===== config.mk =====
export PLATFORM = sky130hd
export DESIGN_NAME = multicycle_control
export DESIGN_NICKNAME = d
export VERILOG_FILES = /design/src/rtl/multicycle_control_pkg.sv /design/src/rtl/multicycle_control_alu_decode.sv /design/src/rtl/multicycle_control.sv
export SDC_FILE = /design/constraint.sdc
export NUM_CORES = 1
export LEC_CHECK = 0
export BUFFER_PORTS_ARGS = -buffer_cell sky130_fd_sc_hd__buf_4
export CAP_MARGIN = 20
export CORE_UTILIZATION = 51
export CTS_CLUSTER_DIAMETER = 60
export CTS_CLUSTER_SIZE = 8
export DETAILED_ROUTE_END_ITERATION = 10
export PLACE_DENSITY_LB_ADDON = 0.08
export SYNTH_ARGS = -nofsm -noshare
export SYNTH_HDL_FRONTEND = slang
export SYNTH_SLANG_ARGS = --single-unit

===== constraint.sdc =====
create_clock -name clk -period 2.32 [get_ports clk]
set_input_delay 0.348 -clock clk [delete_from_list [all_inputs] [get_ports clk]]
set_output_delay 0.348 -clock clk [all_outputs]
set_load 0.005 [all_outputs]

===== src/rtl/multicycle_control_pkg.sv =====
// Shared definitions for the multi-cycle MIPS control unit: opcode/funct
// constants, ALU operation encodings, FSM states and datapath select codes.
package multicycle_control_pkg;

  // Primary opcodes (instr[31:26])
  localparam logic [5:0] OP_RTYPE = 6'h00;
  localparam logic [5:0] OP_J     = 6'h02;
  localparam logic [5:0] OP_BEQ   = 6'h04;
  localparam logic [5:0] OP_BNE   = 6'h05;
  localparam logic [5:0] OP_ADDI  = 6'h08;
  localparam logic [5:0] OP_ADDIU = 6'h09;
  localparam logic [5:0] OP_SLTI  = 6'h0A;
  localparam logic [5:0] OP_SLTIU = 6'h0B;
  localparam logic [5:0] OP_ANDI  = 6'h0C;
  localparam logic [5:0] OP_ORI   = 6'h0D;
  localparam logic [5:0] OP_XORI  = 6'h0E;
  localparam logic [5:0] OP_LW    = 6'h23;
  localparam logic [5:0] OP_SW    = 6'h2B;

  // R-type function codes (instr[5:0])
  localparam logic [5:0] FN_SLL  = 6'h00;
  localparam logic [5:0] FN_SRL  = 6'h02;
  localparam logic [5:0] FN_SRA  = 6'h03;
  localparam logic [5:0] FN_ADD  = 6'h20;
  localparam logic [5:0] FN_ADDU = 6'h21;
  localparam logic [5:0] FN_SUB  = 6'h22;
  localparam logic [5:0] FN_SUBU = 6'h23;
  localparam logic [5:0] FN_AND  = 6'h24;
  localparam logic [5:0] FN_OR   = 6'h25;
  localparam logic [5:0] FN_XOR  = 6'h26;
  localparam logic [5:0] FN_SLT  = 6'h2A;
  localparam logic [5:0] FN_SLTU = 6'h2B;

  // ALU operation encodings, shared with the datapath ALU
  localparam logic [3:0] ALU_ADD  = 4'd0;
  localparam logic [3:0] ALU_ADDU = 4'd1;
  localparam logic [3:0] ALU_SUB  = 4'd2;
  localparam logic [3:0] ALU_SUBU = 4'd3;
  localparam logic [3:0] ALU_AND  = 4'd4;
  localparam logic [3:0] ALU_OR   = 4'd5;
  localparam logic [3:0] ALU_XOR  = 4'd6;
  localparam logic [3:0] ALU_SLL  = 4'd7;
  localparam logic [3:0] ALU_SRL  = 4'd8;
  localparam logic [3:0] ALU_SRA  = 4'd9;
  localparam logic [3:0] ALU_SLT  = 4'd10;
  localparam logic [3:0] ALU_SLTU = 4'd11;
  localparam logic [3:0] ALU_NOP  = 4'd15;

  // pc_src select
  localparam logic [1:0] PC_SRC_ALU    = 2'd0;
  localparam logic [1:0] PC_SRC_ALUOUT = 2'd1;
  localparam logic [1:0] PC_SRC_JUMP   = 2'd2;

  // alu_src_b select
  localparam logic [1:0] SRCB_RT     = 2'd0;
  localparam logic [1:0] SRCB_FOUR   = 2'd1;
  localparam logic [1:0] SRCB_IMM    = 2'd2;
  localparam logic [1:0] SRCB_IMM_SH = 2'd3;

  typedef enum logic [3:0] {
    S_FETCH,
    S_DECODE,
    S_EXEC_R,
    S_EXEC_I,
    S_MEM_ADDR,
    S_MEM_RD,
    S_MEM_WR,
    S_WB_ALU,
    S_WB_MEM,
    S_BRANCH,
    S_JUMP
`ifdef MULTICYCLE_CONTROL_TRAP_EN
    , S_TRAP
`endif
  } state_t;

  // Shifts take their amount from shamt, routed through the immediate port
  function automatic logic isShiftFunct(input logic [5:0] funct);
    return (funct == FN_SLL) || (funct == FN_SRL) || (funct == FN_SRA);
  endfunction

endpackage


===== src/rtl/multicycle_control_alu_decode.sv =====
// Combinational opcode/funct decode to ALU operation, shift flag and an
// illegal-encoding flag for the multi-cycle control FSM.
module alu_decode
  import multicycle_control_pkg::*;
#(
  parameter int ALUOP_W = 4
) (
  input  logic [5:0]         opcode,
  input  logic [5:0]         funct,
  output logic [ALUOP_W-1:0] aluOp,
  output logic               isShift,
  output logic               illegal
);

  logic [3:0] code;

  always_comb begin
    code    = ALU_NOP;
    illegal = 1'b0;
    case (opcode)
      OP_RTYPE: begin
        case (funct)
          FN_SLL:  code = ALU_SLL;
          FN_SRL:  code = ALU_SRL;
          FN_SRA:  code = ALU_SRA;
          FN_ADD:  code = ALU_ADD;
          FN_ADDU: code = ALU_ADDU;
          FN_SUB:  code = ALU_SUB;
          FN_SUBU: code = ALU_SUBU;
          FN_AND:  code = ALU_AND;
          FN_OR:   code = ALU_OR;
          FN_XOR:  code = ALU_XOR;
          FN_SLT:  code = ALU_SLT;
          FN_SLTU: code = ALU_SLTU;
          default: illegal = 1'b1;
        endcase
      end
      OP_ADDI:      code = ALU_ADD;
      OP_ADDIU:     code = ALU_ADDU;
      OP_SLTI:      code = ALU_SLT;
      OP_SLTIU:     code = ALU_SLTU;
      OP_ANDI:      code = ALU_AND;
      OP_ORI:       code = ALU_OR;
      OP_XORI:      code = ALU_XOR;
      OP_LW, OP_SW: code = ALU_ADD;
      OP_BEQ, OP_BNE: code = ALU_SUB;
      OP_J:         code = ALU_NOP;
      default:      illegal = 1'b1;
    endcase
  end

  assign aluOp   = ALUOP_W'(code);
  assign isShift = (opcode == OP_RTYPE) && isShiftFunct(funct);

endmodule


===== src/rtl/multicycle_control.sv =====
// Multi-cycle MIPS control FSM: sequences fetch/decode/execute/memory/writeback
// and counts retired instructions. Define MULTICYCLE_CONTROL_TRAP_EN to trap illegal encodings.
module multicycle_control
  import multicycle_control_pkg::*;
#(
  parameter int ALUOP_W = 4,
  parameter int CNT_W   = 32
) (
  input  logic               clk,
  input  logic               rst,
  input  logic [31:0]        instr,
  input  logic               zero,
  input  logic               mem_ready,
  output logic               mem_req,
  output logic               mem_we,
  output logic               iord,
  output logic               ir_write,
  output logic               pc_write,
  output logic [1:0]         pc_src,
  output logic               alu_src_a,
  output logic [1:0]         alu_src_b,
  output logic [ALUOP_W-1:0] alu_op,
  output logic               reg_dst,
  output logic               reg_write,
  output logic               mem_to_reg,
  output logic               instr_done,
  output logic [CNT_W-1:0]   retired
);

  localparam logic [ALUOP_W-1:0] ADD_OP = ALUOP_W'(ALU_ADD);
  localparam logic [ALUOP_W-1:0] SUB_OP = ALUOP_W'(ALU_SUB);

  state_t             stateReg;
  state_t             stateNext;
  logic [CNT_W-1:0]   retiredReg;
  logic [5:0]         opcode;
  logic [5:0]         funct;
  logic [ALUOP_W-1:0] decAluOp;
  logic               decShift;
  logic               decIllegal;
  logic               isRType;
  logic               isImm;
  logic               isMem;
  logic               isBranch;
  logic               unusedInstrBits;

  assign opcode          = instr[31:26];
  assign funct           = instr[5:0];
  assign unusedInstrBits = ^instr[25:6];

  alu_decode #(
    .ALUOP_W (ALUOP_W)
  ) uAluDecode (
    .opcode  (opcode),
    .funct   (funct),
    .aluOp   (decAluOp),
    .isShift (decShift),
    .illegal (decIllegal)
  );

  assign isRType  = (opcode == OP_RTYPE);
  assign isImm    = opcode inside {OP_ADDI, OP_ADDIU, OP_ANDI, OP_ORI,
                                   OP_XORI, OP_SLTI, OP_SLTIU};
  assign isMem    = (opcode == OP_LW) || (opcode == OP_SW);
  assign isBranch = (opcode == OP_BEQ) || (opcode == OP_BNE);

  // Outputs decode straight from state; reset forces every strobe low,
  // which also abandons any memory request in flight.
  always_comb begin
    stateNext  = stateReg;
    mem_req    = 1'b0;
    mem_we     = 1'b0;
    iord       = 1'b0;
    ir_write   = 1'b0;
    pc_write   = 1'b0;
    pc_src     = PC_SRC_ALU;
    alu_src_a  = 1'b0;
    alu_src_b  = SRCB_RT;
    alu_op     = '0;
    reg_dst    = 1'b0;
    reg_write  = 1'b0;
    mem_to_reg = 1'b0;
    instr_done = 1'b0;
    if (!rst) begin
      case (stateReg)
        S_FETCH: begin
          mem_req = 1'b1;
          if (mem_ready) begin
            ir_write  = 1'b1;
            pc_write  = 1'b1;
            alu_src_b = SRCB_FOUR;
            alu_op    = ADD_OP;
            pc_src    = PC_SRC_ALU;
            stateNext = S_DECODE;
          end
        end
        S_DECODE: begin
          // Speculatively compute the branch target into ALUOut
          alu_src_b = SRCB_IMM_SH;
          alu_op    = ADD_OP;
          if (decIllegal) begin
`ifdef MULTICYCLE_CONTROL_TRAP_EN
            stateNext = S_TRAP;
`else
            stateNext  = S_FETCH;
            instr_done = 1'b1;
`endif
          end else if (isRType) begin
            stateNext = S_EXEC_R;
          end else if (isImm) begin
            stateNext = S_EXEC_I;
          end else if (isMem) begin
            stateNext = S_MEM_ADDR;
          end else if (isBranch) begin
            stateNext = S_BRANCH;
          end else begin
            stateNext = S_JUMP;
          end
        end
        S_EXEC_R: begin
          alu_src_a = 1'b1;
          alu_src_b = decShift ? SRCB_IMM : SRCB_RT;
          alu_op    = decAluOp;
          stateNext = S_WB_ALU;
        end
        S_EXEC_I: begin
          alu_src_a = 1'b1;
          alu_src_b = SRCB_IMM;
          alu_op    = decAluOp;
          stateNext = S_WB_ALU;
        end
        S_WB_ALU: begin
          reg_write  = 1'b1;
          reg_dst    = isRType;
          alu_op     = decAluOp;
          instr_done = 1'b1;
          stateNext  = S_FETCH;
        end
        S_MEM_ADDR: begin
          alu_src_a = 1'b1;
          alu_src_b = SRCB_IMM;
          alu_op    = ADD_OP;
          stateNext = (opcode == OP_SW) ? S_MEM_WR : S_MEM_RD;
        end
        S_MEM_RD: begin
          mem_req = 1'b1;
          iord    = 1'b1;
          if (mem_ready) begin
            stateNext = S_WB_MEM;
          end
        end
        S_WB_MEM: begin
          reg_write  = 1'b1;
          mem_to_reg = 1'b1;
          instr_done = 1'b1;
          stateNext  = S_FETCH;
        end
        S_MEM_WR: begin
          mem_req = 1'b1;
          mem_we  = 1'b1;
          iord    = 1'b1;
          if (mem_ready) begin
            instr_done = 1'b1;
            stateNext  = S_FETCH;
          end
        end
        S_BRANCH: begin
          alu_src_a  = 1'b1;
          alu_src_b  = SRCB_RT;
          alu_op     = SUB_OP;
          pc_src     = PC_SRC_ALUOUT;
          pc_write   = (opcode == OP_BNE) ? !zero : zero;
          instr_done = 1'b1;
          stateNext  = S_FETCH;
        end
        S_JUMP: begin
          pc_write   = 1'b1;
          pc_src     = PC_SRC_JUMP;
          instr_done = 1'b1;
          stateNext  = S_FETCH;
        end
`ifdef MULTICYCLE_CONTROL_TRAP_EN
        S_TRAP: begin
          stateNext = S_TRAP;
        end
`endif
        default: begin
          stateNext = S_FETCH;
        end
      endcase
    end
  end

  always_ff @(posedge clk or posedge rst) begin
    if (rst) begin
      stateReg   <= S_FETCH;
      retiredReg <= '0;
    end else begin
      stateReg <= stateNext;
      if (instr_done) begin
        retiredReg <= retiredReg + CNT_W'(1);
      end
    end
  end

  assign retired = retiredReg;

endmodule


=== Word-level counts from Yosys, hierarchy flattened ===
Index checks and enable logic that the tools add are counted.

* Add/sub/neg operators: 1
* Eq/ne operators: 36
* Multiplexer cells: 45
* Bitwise operators: 1
* Reduce and logical (&&, ||, !) cells: 23

{| class="wikitable"
|+ Operators with widths
! operator !! number
|-
| equality test 6 bit (second input constant) || 11
|-
| one-hot mux 4 bit (12 select lines) || 1
|-
| equality test 6 x 4 -> 1 bit (second input constant) || 7
|-
| one-hot mux 4 bit (9 select lines) || 1
|-
| adder 32 x 1 -> 32 bit (second input constant) || 1
|-
| 2-to-1 mux 4 bit || 8
|-
| one-hot mux 4 bit (6 select lines) || 1
|-
| OR reduction 12 bit || 2
|-
| 2-to-1 mux 1 bit || 23
|-
| equality test 6 x 2 -> 1 bit (second input constant) || 3
|-
| equality test 4 x 3 -> 1 bit (second input constant) || 4
|-
| equality test 4 bit (second input constant) || 3
|-
| equality test 6 x 3 -> 1 bit (second input constant) || 2
|-
| logical NOT 6 bit || 2
|-
| 2-to-1 mux 2 bit || 5
|-
| OR reduction 2 bit || 5
|-
| OR reduction 3 bit || 3
|-
| equality test 4 x 2 -> 1 bit (second input constant) || 2
|-
| one-hot mux 2 bit (4 select lines) || 1
|-
| one-hot mux 4 bit (2 select lines) || 1
|-
| OR reduction 4 bit || 2
|-
| nonzero test 7 bit || 1
|-
| != test 2 bit (second input constant) || 3
|-
| one-hot mux 1 bit (3 select lines) || 2
|-
| 9 further kinds || 12
|}

* Register bits after elaboration: 36
* Output and inout bits: 50
* Word-level logic and storage cells: 108

=== Depth between registers and ports, before layout ===
Gate-level depths: netlist of run 1.

* Depth in word-level cells: 8
* Mapped depth: 9

=== By module ===
Synthesis of run 1 repeated with hierarchy kept, for this count alone.

* Cell total of the unflattened synthesis: 294
* Area, all modules: 2507.4 um2

{| class="wikitable"
|+ Modules (own cells, without submodules)
! module !! instances !! cells an instance !! area each (um2) !! seq. area each (um2)
|-
| multicycle_control || 1 || 240 || 2179.6 || 900.9
|-
| alu_decode || 1 || 54 || 327.8 || 0.0
|}

=== Least setup slack after synthesis of run 1 ===
Ideal clock, no wire load.

* Kind: input to register
* From: input rst
* To: register retiredReg[25] (netlist: retired[25])
* Setup time: 0.079 ns
* Data arrival time: 2.156 ns
* Path slack: 0.085 ns
* Stages on the path: 6
* Cells stage by stage: inv_1 -> and3_1 -> clkbuf_1 -> nand3_1 -> nor4_1 -> xor2_1

* Word-level cells in the longest chain between the ends: 1

{| class="wikitable"
|+ RTL lines
! item !! line !! source
|-
| start, declared || multicycle_control.sv:10 || <nowiki>input logic rst,</nowiki>
|-
| 2-to-1 mux 1 bit || multicycle_control.sv:84 || <nowiki>if (!rst) begin</nowiki>
|-
| end signal, assigned || multicycle_control.sv:201 || <nowiki>retiredReg <= retiredReg + CNT_W'(1);</nowiki>
|-
| end, declared || multicycle_control.sv:35 || <nowiki>logic [CNT_W-1:0] retiredReg;</nowiki>
|}

Every way passes these cells.
A chain may end at the register's enable or synchronous reset.

=== Final worst setup path of run 1 ===
* From: input instr[0]
* To: output alu_op[1]

* Word-level cells in the longest chain between the ends: 5
* Elaborated cells on any way between the ends: 16

{| class="wikitable"
|+ RTL lines
! item !! line !! source
|-
| start, declared || multicycle_control.sv:11 || <nowiki>input logic [31:0] instr,</nowiki>
|-
| equality test 6 bit (tied with other cells) || multicycle_control_alu_decode.sv:22 || <nowiki>case (funct)</nowiki>
|-
| one-hot mux 4 bit (12 select lines) (*) || multicycle_control_alu_decode.sv:22 ||
|-
| one-hot mux 4 bit (9 select lines) (*) || multicycle_control_alu_decode.sv:20 || <nowiki>case (opcode)</nowiki>
|-
| one-hot mux 4 bit (2 select lines) (*) || multicycle_control.sv:85 || <nowiki>case (stateReg)</nowiki>
|-
| 2-to-1 mux 4 bit (*) || multicycle_control.sv:84 ||
|-
| end, declared || multicycle_control.sv:22 || <nowiki>output logic [ALUOP_W-1:0] alu_op,</nowiki>
|}

Every way passes the cells marked *; elsewhere a longest branch is shown, timed or not.

==> results of run 1 <==
state kept, by name (all words and copies together), names as in the netlist:
register	count
retired	32
stateReg	4
critical path, delay by kind of cell:
| kind | cells | cell delay [ps] |
|---|---|---|
| buffers and inverters | 3 | 370 |
| AOI/OAI and AO/OA | 4 | 560 |
| and+or+nand+nor | 2 | 660 |
final timing paths:
| check | slack [ps] | end |
|---|---|---|
| worst max-delay path | 40 | alu_op[1] |
| worst max register to register | 230 | retired[23] |
| max in group asynchronous | 1740 | stateReg[3] |
| worst min register to register | 470 | retired[31] |
| worst min-delay path | 200 | retired[1] |
| min in group clk | 380 | stateReg[1] |
cell type report:
cell class              instances  area share
multi-input cells             241      0.4551
flip-flops and latches         36      0.2696
repair buffers                 88      0.2015
clock buffers                   7     0.02868
well taps                      67     0.02495
inverters                      10     0.01117
clock inverters                 1    0.008939
timing repair:
action,CTS,global route
endpoints found under the hold margin,0,0
resized for setup,2,17
pin swaps,0,6
buffers inserted,0,5
setup endpoints to repair,1,5
hold buffers,0,0
cloned,0,0
layout by cell type (no fill, tap or decap), types with 4 or more instances in the layout:
master,n
a21oi_1,13
buf_4,86
clkbuf_8,7
dfrtp_1,32
dfrtp_2,4
inv_1,9
nand2_1,27
nand3_1,12
nand4_1,12
nand4b_1,4
nor2_1,33
nor2b_1,5
nor3_1,15
nor4_1,19
o21ai_0,11
xnor2_1,8
xor2_1,26
power by group through the flow:
stage	Combinational [mW]	Sequential (mW)	Clock [mW]
5_1_grt	1.08	0.831	0.640
6_report	0.976	0.817	0.616
2_1_floorplan	0.574	0.772	0
3_5_place_dp	0.908	0.808	0
4_1_cts	0.916	0.800	0.614
3_3_place_gp	0.904	0.806	0
layer usage:
metal | global-route usage | routed length, um | up-vias
li1 | - | - | 1255
met1 | 0.3392 | 2839 | 1189
met2 | 0.4216 | 3296 | 93
met3 | 0.05000 | 303 | 14
met4 | 0.1176 | 148 | 0
met5 | 0 | 0 | -
cell families after synthesis:
logic type / share of synthesized area
flops: 0.3596
buf+inv: 0.04995
xor+xnor: 0.1189
fa+ha+maj: 0.004994
mux: 0.01349
simple gates: 0.3282
compound gates: 0.1249
==> results.py, run 1 <==
metrics = {
    "cells_and_area": {
        "final_layout_size_suffix_gt1_frac": 0.3159,
        "fin_area_sq_mm": 0.003359,
        "num_antenna_cells": 0,
        "fin_nets": 419,
        "syn_to_final_growth_pct": 34.12,
        "utilization": 0.7113,
        "regArea_sq_um": 905.9,
        "multi_input_area_sq_mm": 0.001529,
        "final_cells": 450,
        "final.fill_count": 399,
    },
    "timing": {
        "hold_slack_ps": 203.2,
        "finalSetupTns_ps": 0,
        "worst_slew_pin_slew_ps": 825.6,
        "hold_viol": 0,
        "max_slew_margin": 0.4459,
        "fin_crit_sh": 0.9828,
        "fin_crit_ps": 2280,
        "skew_ps": 4.441,
        "max_freq_ghz": 0.4386,
        "finalSetupViolCount": 0,
        "timing_max_transition_violations_final": 0,
        "setup_ws_ps": 40.02,
    },
    "run_status": {
        "status": "completed",
    },
    "logic_synthesis": {
        "postSynthAreaPerCell_sq_um": 8.267,
        "synth_commonest_cells": "nor2_1 (37), dfrtp_1 (36), nand2_1 (28), xor2_1 (26), nor4_1 (19)",
        "syn_inst": 303,
        "synth_most_common_cell": "nor2_1",
        "synthArstFlopShare": 1.000,
        "yosysTopAreaCell": "dfrtp_1",
        "synthesis.area_sq_mm": 0.002505,
        "ys_seq_elements": 36,
        "synth_top_area_share": 0.3596,
        "netlist-cell-type-count": 50,
        "yosysWarnings": 0,
        "yosys-top-cells-area": "dfrtp_1 (36%), xor2_1 (9.1%), nor2_1 (5.5%)",
        "synthFlopType": "dfrtp_1",
        "ys_seq_area_frac": 0.3596,
        "synth_fp_nets": 340,
        "synth_edf_count": 0,
    },
    "power_and_ir_drop": {
        "power.switching_mw": 0.8850,
        "intPower_mw": 1.524,
        "pwr-share-clk": 0.256,
        "ir_worst_vdd_mv": 0.4629,
        "seq_power_share": 0.339,
        "power_leakage_nw": 1.582,
        "pwr-share-comb": 0.405,
        "power_density_mw_per_mm2": 717.0,
        "netSwitchingFraction": 0.3674,
        "power.total_mw": 2.409,
    },
    "critical_path": {
        "crit_required_ps": 1970,
        "critical_path_class": "primary input to output port",
        "critPathMaxStageDelay_ps": 550,
        "cp.arrival_ps": 1930,
        "r2r.worst_path.cells": 7,
        "path_cells": "buf_4, buf_6, or4_4, nor2_4, a31oi_1, o31ai_1, a21boi_1, o22ai_1, buf_4",
        "reg2reg_from": "retired[8]",
        "cp_common_cell": "buf_4",
        "startpoint": "instr[0]",
        "cp_max_fo": 5,
        "crit_path_top_delay_cell": "or4_4",
        "critPathCaptureType": "output port",
        "cp-start-kind": "primary input",
    },
    "placed_design": {
        "place_congestion": 0.9128,
        "pre_cts_slack_ps": 41.00,
        "dp.cells": 437,
        "dp_hpwl_um": 4655,
        "io_buffers": 65,
        "placed_area_sq_mm": 0.003137,
    },
    "global_routing": {
        "grt_max_degree": 31,
        "overflow": 0,
        "track_usage": 0.2609,
        "antenna_found_initial": 0,
        "grt_pass1_wl_um": 10780,
        "grt_pass1_vias": 2378,
    },
    "die": {
        "ioPinCount": 86,
        "die_w_um": 72.08,
        "core_sq_mm": 0.004723,
        "rows": 25,
        "start_util": 0.5303,
        "die_area_sq_mm": 0.005196,
        "die_h_um": 72.08,
    },
    "drt": {
        "avgRoutedWirePerCell_um": 14.64,
        "first_pass_iters": 4,
        "vias_per_cell": 5.669,
        "drc": 0,
        "drt-total-wl_um": 6587,
        "antenna_left": 0,
        "drt_iter0_drc": 215,
        "via_count": 2551,
    },
    "clock_tree": {
        "clk_latency_ps": 300,
        "cts_tree": "yes",
        "cts_buffer_depth": 2,
        "path_clk_slew_ps": 70,
        "clock-sinks": 36,
        "htreeDepth": 2,
        "cts-root-buf": "clkbuf_8",
        "numCtsBuffers": 5,
    },
    "flow_run": {
        "maxCapViolCount": 0,
    },
    "min_path": {
        "hold_class": "primary input to async pin",
    },
}
Power figures use the tool's default switching activity.
==> inputs of run 2 (changes only) <==
--- a/config.mk
+++ b/config.mk
@@ -5,12 +5,13 @@
 export SDC_FILE = /design/constraint.sdc
 export NUM_CORES = 1
 export LEC_CHECK = 0
-export BUFFER_PORTS_ARGS = -buffer_cell sky130_fd_sc_hd__buf_4
+export BUFFER_PORTS_ARGS = -buffer_cell sky130_fd_sc_hd__buf_2
 export CAP_MARGIN = 20
 export CORE_UTILIZATION = 51
 export CTS_CLUSTER_DIAMETER = 60
 export CTS_CLUSTER_SIZE = 8
 export DETAILED_ROUTE_END_ITERATION = 10
+export GPL_ROUTABILITY_DRIVEN = 1
 export PLACE_DENSITY_LB_ADDON = 0.08
 export SYNTH_ARGS = -nofsm -noshare
 export SYNTH_HDL_FRONTEND = slang
==> results.py, run 2 (same netlist as run 1, synthesis figures left out) <==
metrics = {
    "placed_design": {
        "placed_area_sq_mm": 0.002997,
        "dp_hpwl_um": 4634,
        "io_buffers": 65,
        "place_congestion": 0.8875,
    },
    "min_path": {
        "hold_class": "primary input to async pin",
    },
    "critical_path": {
        "critPathMaxStageDelay_ps": 530,
        "rrSetupSlack_ps": 250,
        "cpLargestDelayFamily": "simple AND/OR/NAND/NOR gates",
        "critPathCaptureType": "output port",
        "crit_path_top_delay_cell": "or4_4",
        "reg2reg_from": "retired[8]",
        "r2r.worst_path.cells": 7,
        "regToRegEndpoint": "retired[23]",
        "cp_max_fo": 3,
        "critical_path_class": "primary input to output port",
        "cp-start-kind": "primary input",
        "path_cells": "buf_2, or4_4, o211ai_2, a221oi_2, buf_4, nor4_4, nor3_2, buf_2",
        "cp.buffers_inverters": 3,
        "cp_common_cell": "buf_2",
        "cp.arrival_ps": 1900,
        "crit_required_ps": 1970,
    },
    "drt": {
        "avgRoutedWirePerCell_um": 13.74,
        "drc": 0,
        "drt_iter0_drc": 151,
        "first_pass_iters": 4,
        "antenna_left": 0,
        "via_count": 2525,
        "drt-total-wl_um": 6181,
        "vias_per_cell": 5.611,
    },
    "cells_and_area": {
        "final_common_cell": "buf_2",
        "utilization": 0.6638,
        "syn_to_final_growth_pct": 25.17,
        "fin_area_sq_mm": 0.003136,
        "num_antenna_cells": 0,
        "largest_register_ffs": 32,
        "fin_nets": 419,
        "final_cell_mix": "buf_2 (64), nor2_1 (35), dfrtp_1 (34), nand2_1 (28), xor2_1 (26)",
        "final_layout_size_suffix_gt1_frac": 0.2977,
    },
    "timing": {
        "hold_slack_ps": 222.4,
        "hold_viol": 0,
        "finalSetupViolCount": 0,
        "worst_slew_pin_slew_ps": 641.0,
        "timing_max_transition_violations_final": 0,
        "max_slew_margin": 0.5698,
        "max_freq_ghz": 0.4445,
        "fin_crit_sh": 0.9698,
        "skew_ps": 5.895,
        "fin_crit_ps": 2250,
        "rsz0062_at_grt": "true",
    },
    "die": {
        "rows": 25,
        "die_area_sq_mm": 0.005196,
        "core_sq_mm": 0.004723,
        "ioPinCount": 86,
        "die_w_um": 72.08,
        "die_h_um": 72.08,
        "start_util": 0.5303,
    },
    "global_routing": {
        "grtUsageMet1": 0.3310,
        "use_met3": 0.03194,
        "grt_pass1_wl_um": 10610,
        "use_met2": 0.4393,
        "grt.busiest_layer": "met2",
        "grt_pass1_vias": 2301,
        "antenna_found_initial": 0,
        "overflow": 0,
        "grt_max_degree": 31,
        "track_usage": 0.2527,
    },
    "power_and_ir_drop": {
        "power_leakage_nw": 1.547,
        "seq_power_share": 0.378,
        "power_density_mw_per_mm2": 677.8,
        "intPower_mw": 1.287,
        "pwr-share-comb": 0.416,
        "power.switching_mw": 0.8383,
        "pwr-share-clk": 0.206,
        "netSwitchingFraction": 0.3944,
        "ir_worst_vdd_mv": 0.4252,
    },
    "clock_tree": {
        "cts_buffer_depth": 2,
        "hold_buffers": 0,
        "clock-sinks": 36,
        "path_clk_slew_ps": 70,
        "cts_tree": "yes",
        "numCtsBuffers": 5,
        "htreeDepth": 2,
        "cts-root-buf": "clkbuf_8",
        "clk_latency_ps": 280,
    },
    "flow_run": {
        "maxCapViolCount": 0,
    },
    "run_status": {
        "status": "completed",
    },
}
run 2: cell count changes in the layout (fill, tap and decap cells not counted), sizes merged:
cell	change
clkinv	+3
clkbuf	-2
bufinv	-1
run 2: layout make-up:
| cell class | count | area [sq um] |
|---|---|---|
| clock buffers | 5 | 68.82 |
| clock inverters | 3 | 18.77 |
| fillers | 431 | 1588 |
| inverters | 10 | 37.54 |
| multi-input cells | 241 | 1503 |
| flip-flops and latches | 36 | 903.4 |
| well taps | 67 | 83.83 |
| repair buffers | 88 | 520.5 |
run 2: per-layer routing:
metal / up-vias / share of wire
li1: 1251 / -
met1: 1201 / 0.45
met2: 69 / 0.51
met3: 4 / 0.035
met4: 0 / 0.011
met5: - / 0
run 2: how the worst max path moves through the flow:
stage,slack [ps],endpoint,cells after the start,from
2_1_floorplan,90,retired[25],6,rst
3_3_place_gp,20,alu_op[1],8,instr[1]
3_5_place_dp,50,alu_op[1],8,instr[1]
4_1_cts,20,instr_done,5,stateReg[1]
5_1_grt,-50,alu_op[1],9,instr[0]
6_report,70,instr_done,8,instr[1]
run 2: power by group through the flow:
| stage | Sequential (mW) | Combinational (mW) | Clock (mW) |
|---|---|---|---|
| after global routing | 0.817 | 0.988 | 0.472 |
| final | 0.803 | 0.885 | 0.438 |
| after floorplan | 0.772 | 0.574 | 0 |
| after detailed placement | 0.809 | 0.871 | 0 |
| after CTS | 0.799 | 0.874 | 0.448 |
| after global placement | 0.808 | 0.865 | 0 |
run 2: repair_timing:
item / 4_1_cts / 5_1_grt
resized for setup: 0 / 12
setup endpoints to repair: 0 / 6
buffers inserted: 0 / 2
run 2: worst register-to-register path, cell delays in order, from the launching register on:
cell and delay (ps):
dfrtp_1 430, nand4_1 160, nor4_1 340, buf_4 180, nand4_1 130, or2_1 260, or3_1 330, xnor2_1 140
run 2: per-stage QoR:
step                setup TNS, ps  worst slack [ps]  cells  power [mW]
finish                          0             70.14    450       2.125
global route               -57.96            -48.02    450       2.277
CTS                             0             16.79    448       2.121
detailed placement              0             49.29    440       1.680
global placement                0             24.25    440       1.674
floorplan                       0             85.21    303       1.347
==> inputs of run 3 (changes only) <==
--- a/config.mk
+++ b/config.mk
@@ -13,6 +13,8 @@
 export DETAILED_ROUTE_END_ITERATION = 10
 export GPL_ROUTABILITY_DRIVEN = 1
 export PLACE_DENSITY_LB_ADDON = 0.08
+export REMOVE_ABC_BUFFERS = 1
 export SYNTH_ARGS = -nofsm -noshare
 export SYNTH_HDL_FRONTEND = slang
+export SYNTH_HIERARCHICAL = 1
 export SYNTH_SLANG_ARGS = --single-unit
==> constraint.sdc (replaced) <==
create_clock -name clk -period 2.32 [get_ports clk]
set_input_delay 0.116 -clock clk [delete_from_list [all_inputs] [get_ports clk]]
set_output_delay 0.116 -clock clk [all_outputs]
set_load 0.005 [all_outputs]
==> results.py, run 3 <==
metrics = {
    "logic_synthesis": {
        "ys_seq_area_frac": 0.3593,
        "synth_top_area_share": 0.3593,
        "yosysTopAreaCell": "dfrtp_1",
        "netlist-cell-type-count": 62,
        "synth_edf_count": 0,
        "ys_seq_elements": 36,
        "postSynthAreaPerCell_sq_um": 8.529,
        "synth_commonest_cells": "dfrtp_1 (36), nor2_1 (34), nand2_1 (26), xor2_1 (20), inv_1 (16)",
        "synth_most_common_cell": "dfrtp_1",
        "synthesis.area_sq_mm": 0.002507,
        "syn_inst": 294,
        "yosysWarnings": 6,
        "yosys-top-cells-area": "dfrtp_1 (36%), xor2_1 (7.0%), nor2_1 (5.1%)",
        "synthFlopType": "dfrtp_1",
        "synthArstFlopShare": 1.000,
    },
    "placed_design": {
        "pre_cts_slack_ps": -8.757,
        "place_congestion": 0.8641,
        "placed_area_sq_mm": 0.003060,
        "dp_hpwl_um": 4444,
        "io_buffers": 65,
        "dp.cells": 441,
    },
    "drt": {
        "vias_per_cell": 5.489,
        "drt-total-wl_um": 6044,
        "drt_iter0_drc": 96,
        "antenna_left": 0,
        "first_pass_iters": 5,
        "drc": 0,
        "avgRoutedWirePerCell_um": 13.43,
        "via_count": 2470,
    },
    "die": {
        "die_area_sq_mm": 0.005201,
        "die_h_um": 72.12,
        "core_sq_mm": 0.004723,
        "ioPinCount": 86,
        "rows": 25,
        "start_util": 0.5309,
        "die_w_um": 72.12,
    },
    "timing": {
        "worst_slew_pin_slew_ps": 495.4,
        "hold_viol": 0,
        "max_freq_ghz": 0.4761,
        "finalSetupTns_ps": 0,
        "fin_crit_ps": 2100,
        "rsz0062_at_grt": "false",
        "max_slew_margin": 0.6683,
        "finalSetupViolCount": 0,
        "fin_crit_sh": 0.9053,
        "skew_ps": 6.540,
        "timing_max_transition_violations_final": 0,
        "setup_ws_ps": 219.7,
    },
    "cells_and_area": {
        "syn_to_final_growth_pct": 29.09,
        "fin_area_sq_mm": 0.003237,
        "final_layout_size_suffix_gt1_frac": 0.3133,
        "final_cell_mix": "buf_2 (65), dfrtp_1 (36), nor2_1 (34), buf_4 (28), nand2_1 (26)",
        "fin_nets": 419,
        "final.fill_count": 394,
        "largest_register_ffs": 32,
        "final_common_cell": "buf_2",
        "final_cells": 450,
        "num_antenna_cells": 0,
    },
    "critical_path": {
        "critPathCaptureType": "flip-flop",
        "r2r.worst_path.cells": 6,
        "crit_required_ps": 2500,
        "cp_max_fo": 10,
        "rrSetupSlack_ps": 250,
        "cp.arrival_ps": 2280,
        "regToRegEndpoint": "retired[30]",
        "cp-start-kind": "primary input",
        "reg2reg_from": "retired[0]",
        "critical_path_class": "primary input to flip-flop",
    },
    "min_path": {
        "hold_path_end": "stateReg[3]",
        "min_path_cells": 3,
        "hold_class": "primary input to flip-flop",
        "hold_start": "mem_ready",
    },
    "clock_tree": {
        "clk_latency_ps": 290,
        "path_clk_slew_ps": 80,
        "cts_tree": "yes",
        "cts_buffer_depth": 2,
        "cts-root-buf": "clkbuf_8",
        "postCtsSetupBuffers": 0,
        "htreeDepth": 2,
        "clock-sinks": 36,
        "numCtsBuffers": 5,
    },
    "power_and_ir_drop": {
        "power_density_mw_per_mm2": 721.4,
        "ir_worst_vdd_mv": 0.5633,
        "pwr-share-clk": 0.333,
        "intPower_mw": 1.577,
        "seq_power_share": 0.336,
        "pwr-share-comb": 0.331,
        "power_leakage_nw": 1.622,
        "power.total_mw": 2.335,
        "power.switching_mw": 0.7576,
        "netSwitchingFraction": 0.3245,
    },
    "global_routing": {
        "overflow": 0,
        "grt_pass1_wl_um": 9563,
        "track_usage": 0.2336,
        "grt_pass1_vias": 2089,
        "grt_max_degree": 34,
        "antenna_found_initial": 0,
    },
    "run_status": {
        "status": "completed",
    },
    "flow_run": {
        "maxCapViolCount": 0,
    },
}
[run 3: cell count changes after synthesis, sizes merged, moves of 4 or more]
cell	before	now
clkbuf	10	6
nor4	20	14
inv	10	16
nor3	17	13
xor2	26	20
xnor2	8	13
[run 3: cell families (layout without fill, tap and decap cells)]
kind of cell             after synthesis  in the layout  share of synthesized area
AO/OA/AOI/OAI                         49             49                     0.1392
AND/OR/NAND/NOR                      141            141                     0.3094
buffers and inverters                 29            118                    0.05040
XOR/XNOR                              33             33                     0.1153
adder cells (fa/ha/maj)                4              4                    0.01746
multiplexers                           2              2                   0.008981
flip-flops                            36             36                     0.3593
[run 3: worst max-delay path, stage by stage]
cell	delay (ps)
buf_2	130
nor2_1	130
buf_4	130
a221oi_1	40
o21ai_0	240
o311ai_2	190
nor2b_1	170
a32o_1	290
o21ai_2	450
buf_4	200
nor3_2	40
xor2_1	150
[run 3: worst max path at each step]
stage	start	end	slack, ps	cells past startpoint
2_1_floorplan	instr[28]	retired[1]	310	7
3_3_place_gp	instr[3]	retired[13]	-3	10
3_5_place_dp	instr[26]	retired[31]	-9	12
4_1_cts	instr[26]	instr_done	210	8
5_1_grt	instr[26]	retired[31]	50	12
6_report	instr[26]	retired[31]	220	12
[run 3: timing repair]
action                                  CTS  global route
hold endpoints to repair                  3             0
hold buffers                              1             0
endpoints found under the setup margin    0             3
resized for setup                         0             2
[run 3: area by class of cell]
cell class	instances	area, sq um	area share
Clock buffer	5	68.82	0.02126
Timing Repair Buffer	94	545.5	0.1685
Clock inverter	3	90.09	0.02783
Multi-Input combinational cell	229	1488	0.4596
Sequential cell	36	900.9	0.2783
Tap cell	67	83.83	0.02590
Inverter	16	60.06	0.01855
[run 3: power by group through the flow]
stage          Sequential [mW]  Clock (mW)  Combinational [mW]
5_1_grt                  0.798       0.803               0.862
6_report                 0.784       0.779               0.772
3_5_place_dp             0.795           0               0.769
4_1_cts                  0.783       0.785               0.775
2_1_floorplan            0.847           0               0.394
3_3_place_gp             0.790           0               0.763
[run 3: layer usage]
| layer | GRT usage | share of wire | up-vias |
|---|---|---|---|
| li1 | - | - | 1225 |
| met1 | 0.3375 | 0.48 | 1180 |
| met2 | 0.3666 | 0.48 | 63 |
| met3 | 0.05000 | 0.046 | 2 |
| met4 | 0.03922 | 0.00099 | 0 |
| met5 | 0 | 0 | - |
[run 3: metrics by stage]
stage / hold WS (ps) / utilization
after global placement: 132.4 / 0.6479
final: 169.0 / 0.6853
after global routing: 176.8 / 0.6853
after floorplan: 248.9 / -
after detailed placement: 135.1 / 0.6479
after CTS: 166.5 / 0.6837
